**src/rtl/rot_pkg.sv**
```systemverilog
// Shared types and constants for the multi-cycle rotate unit.
package rot_pkg;

    typedef enum logic [1:0] {
        IDLE,
        RUN,
        DONE
    } rot_state_t;

    localparam logic ROT_LEFT  = 1'b0;
    localparam logic ROT_RIGHT = 1'b1;
    localparam int   ROT_AMT_W = 5;

endpackage

```
**src/rtl/rot_step.sv**
```systemverilog
// Combinational single-bit rotate; one step of the iterative rotator.
module rot_step
    import rot_pkg::*;
#(
    parameter int WIDTH = 32
) (
    input  logic [WIDTH-1:0] work,
    input  logic             dir,
    output logic [WIDTH-1:0] nxt
);

    always_comb begin
        if (dir == ROT_RIGHT) nxt = {work[0], work[WIDTH-1:1]};
        else                  nxt = {work[WIDTH-2:0], work[WIDTH-1]};
    end

endmodule

```
**src/rtl/rotate_unit.sv**
```systemverilog
// Iterative 32-bit ROL/ROR, one bit per clock, start/done handshake.
// Optional ROT_SHORTCUT_EN: amounts above WIDTH/2 rotate the other way instead.
module rotate_unit
    import rot_pkg::*;
#(
    parameter int WIDTH = 32
) (
    input  logic             clk,
    input  logic             clear_n,
    input  logic             start,
    input  logic             dir,
    input  logic [WIDTH-1:0] a,
    input  logic [WIDTH-1:0] b,
    output logic             busy,
    output logic             done,
    output logic [WIDTH-1:0] result
);

    rot_state_t           state, state_nxt;
    logic [WIDTH-1:0]     work, work_rot;
    logic                 dir_q, dir_eff;
    logic [ROT_AMT_W-1:0] cnt, amt, amt_eff;

    localparam logic [ROT_AMT_W-1:0] ONE = ROT_AMT_W'(1);

    assign amt = b[ROT_AMT_W-1:0];

`ifdef ROT_SHORTCUT_EN
    localparam logic [ROT_AMT_W-1:0] HALF = ROT_AMT_W'(WIDTH / 2);
    localparam logic [ROT_AMT_W:0]   FULL = (ROT_AMT_W + 1)'(WIDTH);
    logic [ROT_AMT_W:0] amt_inv;

    // Rotating by n one way equals rotating by WIDTH-n the other way.
    assign amt_inv = FULL - {1'b0, amt};

    always_comb begin
        dir_eff = dir;
        amt_eff = amt;
        if (amt > HALF) begin
            dir_eff = ~dir;
            amt_eff = amt_inv[ROT_AMT_W-1:0];
        end
    end
`else
    assign dir_eff = dir;
    assign amt_eff = amt;
`endif

    rot_step #(.WIDTH(WIDTH)) u_step (
        .work (work),
        .dir  (dir_q),
        .nxt  (work_rot)
    );

    always_ff @(posedge clk or negedge clear_n) begin
        if (!clear_n) state <= IDLE;
        else          state <= state_nxt;
    end

    always_comb begin
        state_nxt = state;
        unique case (state)
            IDLE:    if (start) state_nxt = (amt == '0) ? DONE : RUN;
            RUN:     if (cnt == ONE) state_nxt = DONE;
            DONE:    state_nxt = IDLE;
            default: state_nxt = IDLE;
        endcase
    end

    always_ff @(posedge clk or negedge clear_n) begin
        if (!clear_n) begin
            work   <= '0;
            dir_q  <= ROT_LEFT;
            cnt    <= '0;
            result <= '0;
        end else begin
            unique case (state)
                IDLE: if (start) begin
                    work  <= a;
                    dir_q <= dir_eff;
                    cnt   <= amt_eff;
                    if (amt == '0) result <= a;
                end
                RUN: begin
                    work <= work_rot;
                    cnt  <= cnt - ONE;
                    if (cnt == ONE) result <= work_rot;
                end
                default: ;
            endcase
        end
    end

    // Decoded straight from the state register, so no input reaches an output combinationally.
    assign busy = (state != IDLE);
    assign done = (state == DONE);

endmodule

```
**config.mk**
```make
export PLATFORM = sky130hd
export DESIGN_NAME = rotate_unit
export DESIGN_NICKNAME = d
export VERILOG_FILES = /design/src/rtl/rot_pkg.sv /design/src/rtl/rot_step.sv /design/src/rtl/rotate_unit.sv
export SDC_FILE = /design/constraint.sdc
export NUM_CORES = 1
export LEC_CHECK = 0
export BUFFER_PORTS_ARGS = -buffer_cell sky130_fd_sc_hd__buf_2
export CAP_MARGIN = 10
export CORE_ASPECT_RATIO = 0.5
export CORE_MARGIN = 3
export CORE_UTILIZATION = 45
export CTS_BUF_LIST = sky130_fd_sc_hd__clkbuf_4
export CTS_CLUSTER_DIAMETER = 30
export DETAILED_ROUTE_END_ITERATION = 10
export GPL_ROUTABILITY_DRIVEN = 0
export PLACE_DENSITY_LB_ADDON = 0.1
export SYNTH_ARGS = -nofsm -noshare
export SYNTH_HDL_FRONTEND = slang
export SYNTH_SLANG_ARGS = --single-unit
```
**constraint.sdc**
```tcl
create_clock -name clk -period 1.7 [get_ports clk]
set_clock_uncertainty 0.2 [all_clocks]
set_input_delay 0.17 -clock clk [delete_from_list [all_inputs] [get_ports clk]]
set_output_delay 0.17 -clock clk [all_outputs]
set_load 0.05 [all_outputs]
```
# ---- After elaboration in Yosys (flattened, before gate mapping)
# Index checks and enable logic that the tools add are counted.
# W data, S select, Z words.
dict set report word_totals {
  reg_bits 72
  input_bits 68
  elab_cells 33
}
dict set report op_classes {
  n_addsub 1
  eq_ne 6
  muxes 13
  n_reduce_logical 8
}
# cell count
set op_table {}
lappend op_table {{$mux W32} 5}
lappend op_table {{$pmux W32 S2} 2}
lappend op_table {{$pmux W5 S2} 1}
lappend op_table {{$mux W2} 3}
lappend op_table {{$ne A2 B2 Y1 const B} 3}
lappend op_table {{$reduce_and A2 Y1} 3}
lappend op_table {{$eq A5 B1 Y1 const B} 1}
lappend op_table {{$logic_not A5 Y1} 1}
lappend op_table {{$mux W5} 1}
lappend op_table {{$sub A5 B1 Y5 const B} 1}
lappend op_table {{$pmux W2 S2} 1}
lappend op_table {{$reduce_and A4 Y1} 1}
lappend op_table {{$reduce_bool A2 Y1} 2}
lappend op_table {{$eq A2 B1 Y1 const B} 1}
lappend op_table {{$eq A2 B2 Y1 const B} 1}
lappend op_table {{$logic_not A2 Y1} 1}

# ---- Depth between registers and ports, before layout
dict set report depth {
  word_depth 4
  mapped_depth 7
  depth_no_buf 6
}

# ---- Hierarchy
# A second synthesis with hierarchy kept.
dict set report hier_totals {
  hier_cells 334
  hier_area_um2 3753.6
}
# module cells_per_inst area_each_um2 seq_area_each_um2 instances
set by_module_without_submodules {}
lappend by_module_without_submodules {rotate_unit 298 3209.3 1801.7 1}
lappend by_module_without_submodules {rot_step 36 544.3 0.0 1}

# ---- Worst setup path before layout
# Ideal clock, no wire load.
dict set report synth_path {
  kind {reg2reg}
  startpoint {register cnt[1]}
  endpoint {register result[26]}
  setup_ns 0.128
  n_path_buf 0
  stages_incl_launch_ff 7
  synth_period_minus_slack_ns 1.733
  arrival_ns 1.405
  required_time_ns 1.372
  slack_ns -0.033
  cell_sequence {dfrtp_1 -> inv_1 -> ha_1 -> nor4b_4 -> a21oi_4 -> nor2_1 -> mux2_1}
}
dict set report synth_via {
  elab_chain_cells 3
}
# element line_no
set synth_rtl {}
lappend synth_rtl {{start: declaration} rotate_unit.sv:22} ;# logic [ROT_AMT_W-1:0] cnt, amt, amt_eff;
lappend synth_rtl {{start signal: assignment} rotate_unit.sv:81} ;# cnt <= amt_eff;
lappend synth_rtl {{start signal: assignment} rotate_unit.sv:86} ;# cnt <= cnt - ONE;
lappend synth_rtl {{$eq A5 B1 Y1} rotate_unit.sv:87} ;# if (cnt == ONE) result <= work_rot;
lappend synth_rtl {{$ne A2 B2 Y1 (no source line)} -}
lappend synth_rtl {{$reduce_and A4 Y1 (no source line)} -}
lappend synth_rtl {{end signal: assignment} rotate_unit.sv:87}
lappend synth_rtl {{end: declaration} rotate_unit.sv:16} ;# output logic [WIDTH-1:0] result
# Every way passes these cells.
# A chain may end at the register's enable or synchronous reset.

# ---- Final worst setup path
dict set report layout_path {
  startpoint {register cnt[1]}
  endpoint {register result[8]}
}
# Same word-level chain as after synthesis.

==> results.toml <==
[die]
rows = 22
ios = 102
die_w_um = 131.2
dieArea_mm2 = 0.009004
core_mm2 = 0.007460
die_h_um = 68.62
start_util = 0.4730

[worst_setup_path]
cp_max_fo = 38
crit_path_end_kind = "flip-flop"
r2r-end = "result[8]"
worstPathRequired_ps = 1810
reg2reg_slack_ps = -70
path_class = "flip-flop to flip-flop"
r2r_start = "cnt[1]"
r2r_cells = 7
startpoint_type = "flip-flop"
cp.arrival_ps = 1880

[sta]
tightest_slew_ps = 395.0
final_hold_viol_count = 0
rsz0062_at_grt = "true"
setup_ws_ps = -65.67
post-route-min-period_ps = 1766
post-route-period-util = 1.039
clock.fmax_ghz = 0.5664
fin_hold_ws_ps = 92.03
slew-limit-headroom = 0.7367
report.final.setup_viol = 32
drv_slew = 0

[final_layout]
regArea_mm2 = 0.001803
stdcell_count = 606
multiInputGateArea_mm2 = 0.001745
drive_above_1_share = 0.3273
antennaDiodeCount = 0
mostFrequentLayoutCells = "buf_2 (72), dfrtp_1 (71), dlygate4sd3_1 (40)"
fill_cells = 602
final_common_cell = "buf_2"
fin_nets = 563
syn2layout_area_growth_pct = 41.84

[placement]
preCtsSetupSlack_ps = -158.8
port_buffers = 74
hpwlAfterDp_mm = 5.655
dp.cells = 542

[route]
vias = 3166
routed_wl_mm = 8.886
first_pass_iters = 4
via_per_inst = 5.224
drcViolationCount = 0
ant_nets = 0
routedWlPerCell_um = 14.66
drt_iter0_drc = 197

[run_status]
status = "complete, but fails checks"
violations = "negative setup slack"

[yosys]
syn_nets = 440
synth_xor_xnor_area_share = 0
yosys.area_share.simple = 0.1043
synth_top_family_by_area = "compound AO/OA/AOI/OAI gates"
synth_compound_area_frac = 0.2330
yosys-mux-area-fraction = 0.1004
synth_cell_types = 30
synth_warnings = 0
ys_seq_area_frac = 0.5106
syn_area_mm2 = 0.003528
synth-seq-cells = 72
syn-mean-instance-area_um2 = 9.536
syn-instance-count = 370
synthAdderAreaFrac = 0.007092

[flow_run]
cap_violations = 0

[cts]
ctsHtreeMaxLevel = 3
cts_buffers = 9
path_clk_slew_ps = 120
clkLatencyLatePin_ps = 410
ctsRootBufferMaster = "clkbuf_4"
cts_tree = "done"
cts_sinks = 72
clockBufferDepth = 2

[global_route]
antenna_found_initial = 0
grt_pass1_wl_mm = 13.94
grt_pass1_vias = 2966
overflow = 0
grt_usage = 0.1927
grt_max_degree = 73

[power_and_ir_drop]
pwr_density_cell_mw_per_mm2 = 2058
power.total_uw = 10300
vdd_drop_max_mv = 0.8272
leakage_uw = 0.002262

[hold_path]
hold_path.class = "input pin to asynchronous set/reset pin"
per-stage QoR:
step | util | instance area (µm²) | TNS [ps]
2_1_floorplan | - | 3532 | -5.246
3_3_place_gp | 0.5627 | 4198 | -1862
3_5_place_dp | 0.5627 | 4198 | -3727
4_1_cts | 0.6422 | 4791 | -1281
5_1_grt | 0.6709 | 5005 | -4194
6_report | 0.6709 | 5005 | -1019
cell families after synthesis:
| group | count (synthesis) |
|---|---|
| flops | 72 |
| compound gates | 142 |
| mux | 35 |
| buf+inv | 36 |
| simple gates | 83 |
| fa+ha+maj | 2 |
Yosys cell counts:
cell type / count / share of area
a21oi_1: 36 / 0.051
a21oi_4: 1 / 0.0046
a221oi_1: 1 / 0.0025
a22oi_1: 1 / 0.0021
and2b_4: 1 / 0.0028
buf_2: 18 / 0.026
clkbuf_1: 14 / 0.015
dfrtp_1: 72 / 0.51
ha_1: 2 / 0.0071
inv_1: 4 / 0.0043
mux2_1: 1 / 0.0032
mux2_2: 2 / 0.0064
mux2i_1: 32 / 0.091
nand2_1: 33 / 0.035
nand2b_1: 2 / 0.0035
nand3_1: 2 / 0.0028
nor2_1: 37 / 0.039
nor2b_1: 2 / 0.0035
nor3_1: 1 / 0.0014
nor3b_2: 1 / 0.0035
nor4_1: 1 / 0.0018
nor4b_4: 1 / 0.0067
o21ai_0: 62 / 0.088
o21ai_1: 5 / 0.0071
o22a_1: 2 / 0.0050
o22ai_1: 1 / 0.0018
o311a_1: 1 / 0.0028
o31ai_1: 32 / 0.068
or2_2: 1 / 0.0018
or3_1: 1 / 0.0018
final cells by class:
class	count	share of cell area
inverters	4	0.003500
repair buffers	144	0.2382
well taps	108	0.02700
multi-input cells	262	0.3487
clock buffers	10	0.01500
clock inverters	6	0.007250
flip-flops and latches	72	0.3603
worst max-delay path, cell delays in order (launching register included):
cell	delay, ps
dfrtp_1	400
inv_2	80
ha_4	130
nor4b_4	270
a21oi_4	140
buf_12	190
o21ai_1	150
o31ai_1	90
routing by layer:
metal	track usage	routed length [µm]
met2	0.3228	4137
met3	0.05435	371
met1	0.2486	4287
met4	0.06414	89
met5	0	0
state kept, by name, indices dropped and copies added, names as in the netlist:
register / count
result: 32
dir_q: 1
cnt: 5
work: 32
state: 2
repair_timing:
item                                    in CTS  in global routing
endpoints found under the setup margin      34                 60
hold buffers                                40                  0
gates resized for setup                     40                 40
hold endpoints to repair                   143                  0
buffers inserted                             5                  1
pin swaps                                    1                  4
gates cloned                                 0                  2
how the worst max path moves through the flow:
| stage | from | to | depth (start not counted) |
|---|---|---|---|
| floorplan | cnt[1] | result[26] | 6 |
| global route | cnt[1] | result[23] | 6 |
| global placement | cnt[1] | result[26] | 6 |
| CTS | state[0] | busy | 3 |
| finish | cnt[1] | result[8] | 7 |
| detailed placement | cnt[1] | result[16] | 6 |
report_power, final:
group          internal (µW)  switching (µW)
clock network            307             615
registers               2500             551
logic                   2440            3880
Power figures use the tool's default switching activity.
